## config.mk

```make
export PLATFORM = sky130hd
export DESIGN_NAME = johnson_decoder_flat
export DESIGN_NICKNAME = d
export VERILOG_FILES = /design/src/rtl/johnson_decoder_if.sv /design/src/rtl/johnson_decoder.sv /design/src/flat_wrapper.sv
export SDC_FILE = /design/constraint.sdc
export NUM_CORES = 1
export LEC_CHECK = 0
export ABC_AREA = 1
export BUFFER_PORTS_ARGS = -buffer_cell sky130_fd_sc_hd__buf_2
export CAP_MARGIN = 20
export CORE_MARGIN = 2
export CORE_UTILIZATION = 33
export DETAILED_ROUTE_END_ITERATION = 12
export PLACE_DENSITY = 0.61
export SLEW_MARGIN = 10
export SYNTH_ARGS = -nofsm -noshare
export SYNTH_HDL_FRONTEND = slang
export SYNTH_SLANG_ARGS = --single-unit
```

## constraint.sdc

```tcl
create_clock -name clk -period 2.25 [get_ports clk]
set_clock_uncertainty 0.1 [all_clocks]
set_input_delay 0.225 -clock clk [delete_from_list [all_inputs] [get_ports clk]]
set_output_delay 0.225 -clock clk [all_outputs]
set_load 0.02 [all_outputs]
```

## src/rtl/johnson_decoder_if.sv

```systemverilog
// Johnson decoder bus: sampled code in, decoded phase and monitor status out.
interface johnson_decoder_if #(
  parameter int N      = 4,
  parameter int WRAP_W = 8
);
  localparam int IW = $clog2(2 * N);

  logic [N-1:0]      jin;
  logic [IW-1:0]     phase;
  logic              valid;
  logic              locked;
  logic              dir;
  logic              err_code;
  logic              err_step;
  logic [WRAP_W-1:0] wraps;

  modport master (
    output jin,
    input  phase, valid, locked, dir, err_code, err_step, wraps
  );

  modport slave (
    input  jin,
    output phase, valid, locked, dir, err_code, err_step, wraps
  );
endinterface

```

## src/rtl/johnson_decoder.sv

```systemverilog
// Johnson code decoder/monitor: decodes to a phase index, locks onto forward stepping,
// counts revolutions and flags faults. Define JDEC_DIR_EN to accept backward steps.
module johnson_decoder #(
  parameter int N        = 4,
  parameter int LOCK_CNT = 2,
  parameter int WRAP_W   = 8
) (
  input  logic              clk,
  input  logic              clear,
  johnson_decoder_if.slave  bus
);
  localparam int            IW   = $clog2(2 * N);
  localparam logic [IW-1:0] LAST = IW'(2 * N - 1);
  localparam logic [N-1:0]  ONES = '1;
`ifdef JDEC_DIR_EN
  localparam bit DIR_EN = 1'b1;
`else
  localparam bit DIR_EN = 1'b0;
`endif

  typedef enum logic [1:0] {HUNT, LOCKED, FAULT} state_t;
  state_t state, state_nx;

  logic [N-1:0]      jin_q;
  logic              s1_vld;
  logic [IW-1:0]     phase_q, phase_nx;
  logic [IW-1:0]     prev_q, prev_nx;
  logic              prev_vld_q, prev_vld_nx;
  logic [3:0]        run_q, run_nx;
  logic              valid_q, valid_nx;
  logic              dir_q, dir_nx;
  logic              err_code_q, err_code_nx;
  logic              err_step_q, err_step_nx;
  logic [WRAP_W-1:0] wraps_q, wraps_nx;

  logic              legal;
  logic [IW-1:0]     idx;
  logic [N-1:0]      cand;
  logic [IW-1:0]     prev_inc, prev_dec;
  logic              is_hold, is_fwd, is_bwd;

  always_comb begin
    legal = 1'b0;
    idx   = '0;
    cand  = '0;
    for (int unsigned i = 0; i < 2 * N; i++) begin
      cand = (i <= N) ? ~(ONES >> i) : (ONES >> (i - N));
      if (jin_q == cand) begin
        legal = 1'b1;
        idx   = IW'(i);
      end
    end
  end

  assign prev_inc = (prev_q == LAST) ? '0 : prev_q + 1'b1;
  assign prev_dec = (prev_q == '0) ? LAST : prev_q - 1'b1;
  assign is_hold  = (idx == prev_q);
  assign is_fwd   = (idx == prev_inc);
  assign is_bwd   = DIR_EN && (idx == prev_dec);

  always_ff @(posedge clk or negedge clear) begin
    if (!clear) state <= HUNT;
    else        state <= state_nx;
  end

  always_comb begin
    state_nx    = state;
    phase_nx    = phase_q;
    valid_nx    = valid_q;
    prev_nx     = prev_q;
    prev_vld_nx = prev_vld_q;
    run_nx      = run_q;
    dir_nx      = dir_q;
    err_code_nx = err_code_q;
    err_step_nx = err_step_q;
    wraps_nx    = wraps_q;

    if (s1_vld && legal) begin
      phase_nx = idx;
      valid_nx = 1'b1;
    end

    unique case (state)
      HUNT: begin
        if (s1_vld) begin
          if (!legal) begin
            run_nx = '0;
          end else if (!prev_vld_q) begin
            prev_nx     = idx;
            prev_vld_nx = 1'b1;
          end else if (is_hold) begin
            run_nx = run_q;
          end else if (is_fwd || is_bwd) begin
            run_nx  = run_q + 4'd1;
            prev_nx = idx;
            dir_nx  = !is_fwd;
            if (run_nx == 4'(LOCK_CNT)) state_nx = LOCKED;
          end else begin
            run_nx  = '0;
            prev_nx = idx;
          end
        end
      end
      LOCKED: begin
        if (s1_vld) begin
          if (!legal) begin
            err_code_nx = 1'b1;
            state_nx    = FAULT;
          end else if (is_hold) begin
            prev_nx = prev_q;
          end else if (is_fwd) begin
            prev_nx = idx;
            dir_nx  = 1'b0;
            if (prev_q == LAST) wraps_nx = wraps_q + 1'b1;
          end else if (is_bwd) begin
            prev_nx = idx;
            dir_nx  = 1'b1;
            if (prev_q == '0) wraps_nx = wraps_q - 1'b1;
          end else begin
            err_step_nx = 1'b1;
            state_nx    = FAULT;
          end
        end
      end
      FAULT: begin
        // the sample seen during FAULT is decoded for phase but never step-classified
        state_nx    = HUNT;
        run_nx      = '0;
        prev_vld_nx = 1'b0;
      end
      default: state_nx = HUNT;
    endcase
  end

  always_ff @(posedge clk or negedge clear) begin
    if (!clear) begin
      jin_q      <= '0;
      s1_vld     <= 1'b0;
      phase_q    <= '0;
      valid_q    <= 1'b0;
      prev_q     <= '0;
      prev_vld_q <= 1'b0;
      run_q      <= '0;
      dir_q      <= 1'b0;
      err_code_q <= 1'b0;
      err_step_q <= 1'b0;
      wraps_q    <= '0;
    end else begin
      jin_q      <= bus.jin;
      s1_vld     <= 1'b1;
      phase_q    <= phase_nx;
      valid_q    <= valid_nx;
      prev_q     <= prev_nx;
      prev_vld_q <= prev_vld_nx;
      run_q      <= run_nx;
      dir_q      <= dir_nx;
      err_code_q <= err_code_nx;
      err_step_q <= err_step_nx;
      wraps_q    <= wraps_nx;
    end
  end

  assign bus.phase    = phase_q;
  assign bus.valid    = valid_q;
  assign bus.locked   = (state == LOCKED);
  assign bus.dir      = dir_q & DIR_EN;
  assign bus.err_code = err_code_q;
  assign bus.err_step = err_step_q;
  assign bus.wraps    = wraps_q;
endmodule

```

## src/flat_wrapper.sv

```systemverilog
// flat-port wrapper written by rule: the top's interface ports become plain ports
module johnson_decoder_flat 
#(
  parameter int N        = 4,
  parameter int LOCK_CNT = 2,
  parameter int WRAP_W   = 8
)
  (clk, clear, bus_jin, bus_phase, bus_valid, bus_locked, bus_dir, bus_err_code, bus_err_step, bus_wraps);
  johnson_decoder_if #(.N(N), .WRAP_W(WRAP_W)) bus_i ();
  input  logic clk;
  input  logic clear;
  input wire logic [$bits(bus_i.jin)-1:0] bus_jin;
  output wire logic [$bits(bus_i.phase)-1:0] bus_phase;
  output wire logic [$bits(bus_i.valid)-1:0] bus_valid;
  output wire logic [$bits(bus_i.locked)-1:0] bus_locked;
  output wire logic [$bits(bus_i.dir)-1:0] bus_dir;
  output wire logic [$bits(bus_i.err_code)-1:0] bus_err_code;
  output wire logic [$bits(bus_i.err_step)-1:0] bus_err_step;
  output wire logic [$bits(bus_i.wraps)-1:0] bus_wraps;
  assign bus_i.jin = bus_jin;
  assign bus_phase = bus_i.phase;
  assign bus_valid = bus_i.valid;
  assign bus_locked = bus_i.locked;
  assign bus_dir = bus_i.dir;
  assign bus_err_code = bus_i.err_code;
  assign bus_err_step = bus_i.err_step;
  assign bus_wraps = bus_i.wraps;
  johnson_decoder #(.N(N), .LOCK_CNT(LOCK_CNT), .WRAP_W(WRAP_W)) u_core (.clk(clk), .clear(clear), .bus(bus_i));
endmodule
```

==> summary.txt <==
Run status
  – Outcome: finished clean

Pwr
  – Pwr dens: 807 mW/mm2
  – Comb power frac: 36.0%
  – Clock power frac: 24.8%
  – Seq pwr share: 39.2%
  – Pint: 995 uW
  – Sw Pwr: 666 uW
  – Total Power: 1660 uW
  – Switch share: 40.1%
  – Leakage power: 0.00104 uW
  – Worst vdd ir: 0.377 mV

Route
  – Initial DRC Count: 40
  – Via density: 4.57
  – Routed WL: 3460 um
  – # DRC: 0
  – Vias: 1,459
  – ANT nets after route: 0
  – TritonRoute pass-1 iters: 4
  – Wire per inst: 10.9 um

Placement
  – DP Area: 0.00192 mm2
  – GP Congestion: 0.834
  – Placed cell count: 306
  – I/O Buffers: 20
  – Placed wire-length estimate: 2560 um

Worst hold path
  – Hold Path Cell Cnt: 1
  – Hold Path Class: reg2reg

Die
  – Die area: 0.00588 mm2
  – Core Area: 0.00511 mm2
  – Starting Density: 34.1%
  – Die W: 76.7 um
  – Die Span Y: 76.7 um
  – Site Rows: 26
  – Top Ports: 22

Timing
  – Fmax: 490 MHz
  – Worst rel slew slack: 55.2%
  – RSZ-0062 raised after global routing: no
  – Worst hold slack: 367 ps
  – Setup TNS: 0 ps
  – Final Critical Period: 2040 ps
  – Pins over their slew limit: 0
  – Setup-failing EPs final: 0
  – Worst-margin pin slew: 671 ps
  – Fraction of the cycle the final worst path needs: 90.7%
  – Fin. Hold Viols: 0

Synthesis
  – Cell count after synthesis: 218
  – Synth Register Bits: 29
  – Synth area leader: dfrtp_1
  – Synth unique cells: 30
  – Synthesized area per cell: 8.00 um2
  – Post-Syn Nets: 229
  – Synthesized area: 0.00174 mm2
  – Syn. warnings: 0
  – Post-synthesis sequential area ratio: 41.6%
  – Cell with the most instances after synthesis: nand2_1
  – Ys async rst share: 100%
  – Synth top area share: 41.6%
  – Ys flop type: dfrtp_1
  – Synth top area cells: dfrtp_1, nand2_1, nand3_1, inv_1, ha_1
  – Top post-synthesis cells by count: nand2_1, dfrtp_1, inv_1
  – Post-synth EDFFs: 0

Cells and area
  – Register area: 726 um2
  – P&R area growth vs syn: 18.1%
  – Antenna fix cells: 0
  – # fillers: 544
  – Footprint of the multi-input gates: 908 um2
  – Fin nets: 259
  – Fin area: 0.00206 mm2
  – Post-Layout Cell Count: 319
  – Share of cells above drive strength 1: 24.1%

Critical path
  – WP buf/inv: 1
  – Worst path most repeated cell: nand2_1
  – FF-to-FF path depth: 12
  – Worst-path maximum fanout: 9
  – Crit path cell chain: ha_1 > ha_1 > nor2_1 > inv_1 > a21oi_1 > nor2_2 > nand2_4 > nand2_1 > nand2_1 > nand2_1 > o21bai_1 > nand2_1
  – CP endpoint kind: flip-flop
  – CP max-delay cell: dfrtp_1
  – Slowest stage delay, CP: 440 ps
  – Crit path DAT: 2110 ps
  – CP Class: reg2reg
  – CP Depth: 12
  – Startpoint types: flip-flop
  – Worst EP required: 2320 ps
  – Crit-path leading delay family: simple AND/OR/NAND/NOR gates

Clocking
  – Clk Latency, worst-skew pair: 280 ps
  – CTS max path bufs: 2
  – Htree depth: 2
  – Total CTS buffers: 5
  – CTS tree: done
  – Worst-path clk slew: 60 ps
  – Clock sinks: 29
  – Root buffer cell: clkbuf_8

Flow run
  – Max cap viols: 0

Global routing
  – M1 GR Usage: 16.9%
  – Global routing usage on met2: 19.2%
  – GRT Overall Usage: 12.7%
  – Largest net degree at the start of global routing: 30
  – First-pass GRT wire length: 6010 um
  – Met3 GRT Util: 3.41%
  – Number of antenna violations at the first check in global routing: 0
  – GRT Residual Overflow: 0
  – Top Usage Layer GRT: met2
  – Number of global-route vias before repair: 1,365
==> power by group through the flow <==
stage               clock network (uW)  logic [uW]  registers, uW
global route                       452         679            662
finish                             411         598            652
floorplan                            0         440            673
detailed placement                   0         589            659
global placement                     0         582            658
CTS                                427         599            651
==> final timing paths <==
path                       slack (ps)                   to              from
setup reg to reg                  210      u_core.state[0]  u_core.prev_q[0]
setup / recovery                  210      u_core.state[0]  u_core.prev_q[0]
min in group asynchronous         420  u_core.bus.phase[2]             clear
max in group asynchronous        1190  u_core.bus.err_code             clear
hold reg to reg                   370     u_core.bus.valid  u_core.bus.valid
hold / removal                    370     u_core.bus.valid  u_core.bus.valid
==> placed cells by master, fill, tap and decap left out <==
cell type      count
a21oi_1            4
a22oi_1            1
buf_2             20
clkbuf_1           1
clkbuf_8           5
clkinv_2           2
conb_1             2
dfrtp_1           29
dlygate4sd3_1      5
ha_1               5
inv_1             21
inv_2              7
nand2_1           56
nand2_2            8
nand2_4            3
nand3_1           18
nand3_2            3
nand3_4            2
nand4_1            7
nor2_1            10
nor2_2             5
nor2_4             1
nor3_1             8
nor3_4             2
o21ai_0            7
o21ai_1            3
o21ai_2            1
o21bai_1           3
o31ai_1            1
or2_2              1
xnor2_1            4
xor2_1             4
==> sequential cells by signal, summed over array words and instances, names as in the netlist <==
name / flops
u_core.bus.wraps: 8
u_core.bus.phase: 3
u_core.bus.err_step: 1
u_core.s1_vld: 1
u_core.bus.valid: 1
u_core.state: 2
u_core.prev_vld_q: 1
u_core.jin_q: 4
u_core.prev_q: 3
u_core.run_q: 4
u_core.bus.err_code: 1
==> logic make-up after synthesis <==
logic type | synth area share [%]
DFF | 41.6
and+or+nand+nor | 37.0
buffers and inverters | 6.67
adders and majority gates | 3.59
other | 0.431
xor gates and xnor gates | 4.02
AOI/OAI and AO/OA | 6.67
==> metal layers <==
| metal | vias up | wire length (um) |
|---|---|---|
| met5 | - | 0 |
| met4 | 0 | 52 |
| met3 | 5 | 141 |
| met2 | 26 | 1470 |
| met1 | 666 | 1800 |
| li1 | 762 | - |
==> repair_timing <==
item	4_1_cts	5_1_grt
endpoints found under the hold margin	33	0
endpoints found under the setup margin	0	1
hold buffers	5	0
setup buffers	0	0
gates resized for setup	0	1
==> metrics by stage <==
stage / utilization (%) / setup WS, ps
floorplan: - / 395
finish: 40.3 / 210
CTS: 40.2 / 200
detailed placement: 37.6 / 217
global route: 40.3 / 59.0
global placement: 37.6 / 248
==> worst reg2reg max path, stage by stage (launching register included) <==
cell	delay (ps)
dfrtp_1	440
ha_1	220
ha_1	210
nor2_1	130
inv_1	60
a21oi_1	160
nor2_2	80
nand2_4	120
nand2_1	90
nand2_1	80
nand2_1	70
o21bai_1	110
nand2_1	60
==> layout make-up <==
class / instances / area share [%]
Multi-Input combinational cell: 159 / 44.1
Sequential cell: 29 / 35.2
Timing Repair Buffer: 25 / 7.29
Inverter: 28 / 5.10
Tap cell: 70 / 4.25
Clock buffer: 6 / 3.52
Clock inverter: 2 / 0.486
No activity file was read; power rests on OpenSTA's default activity.
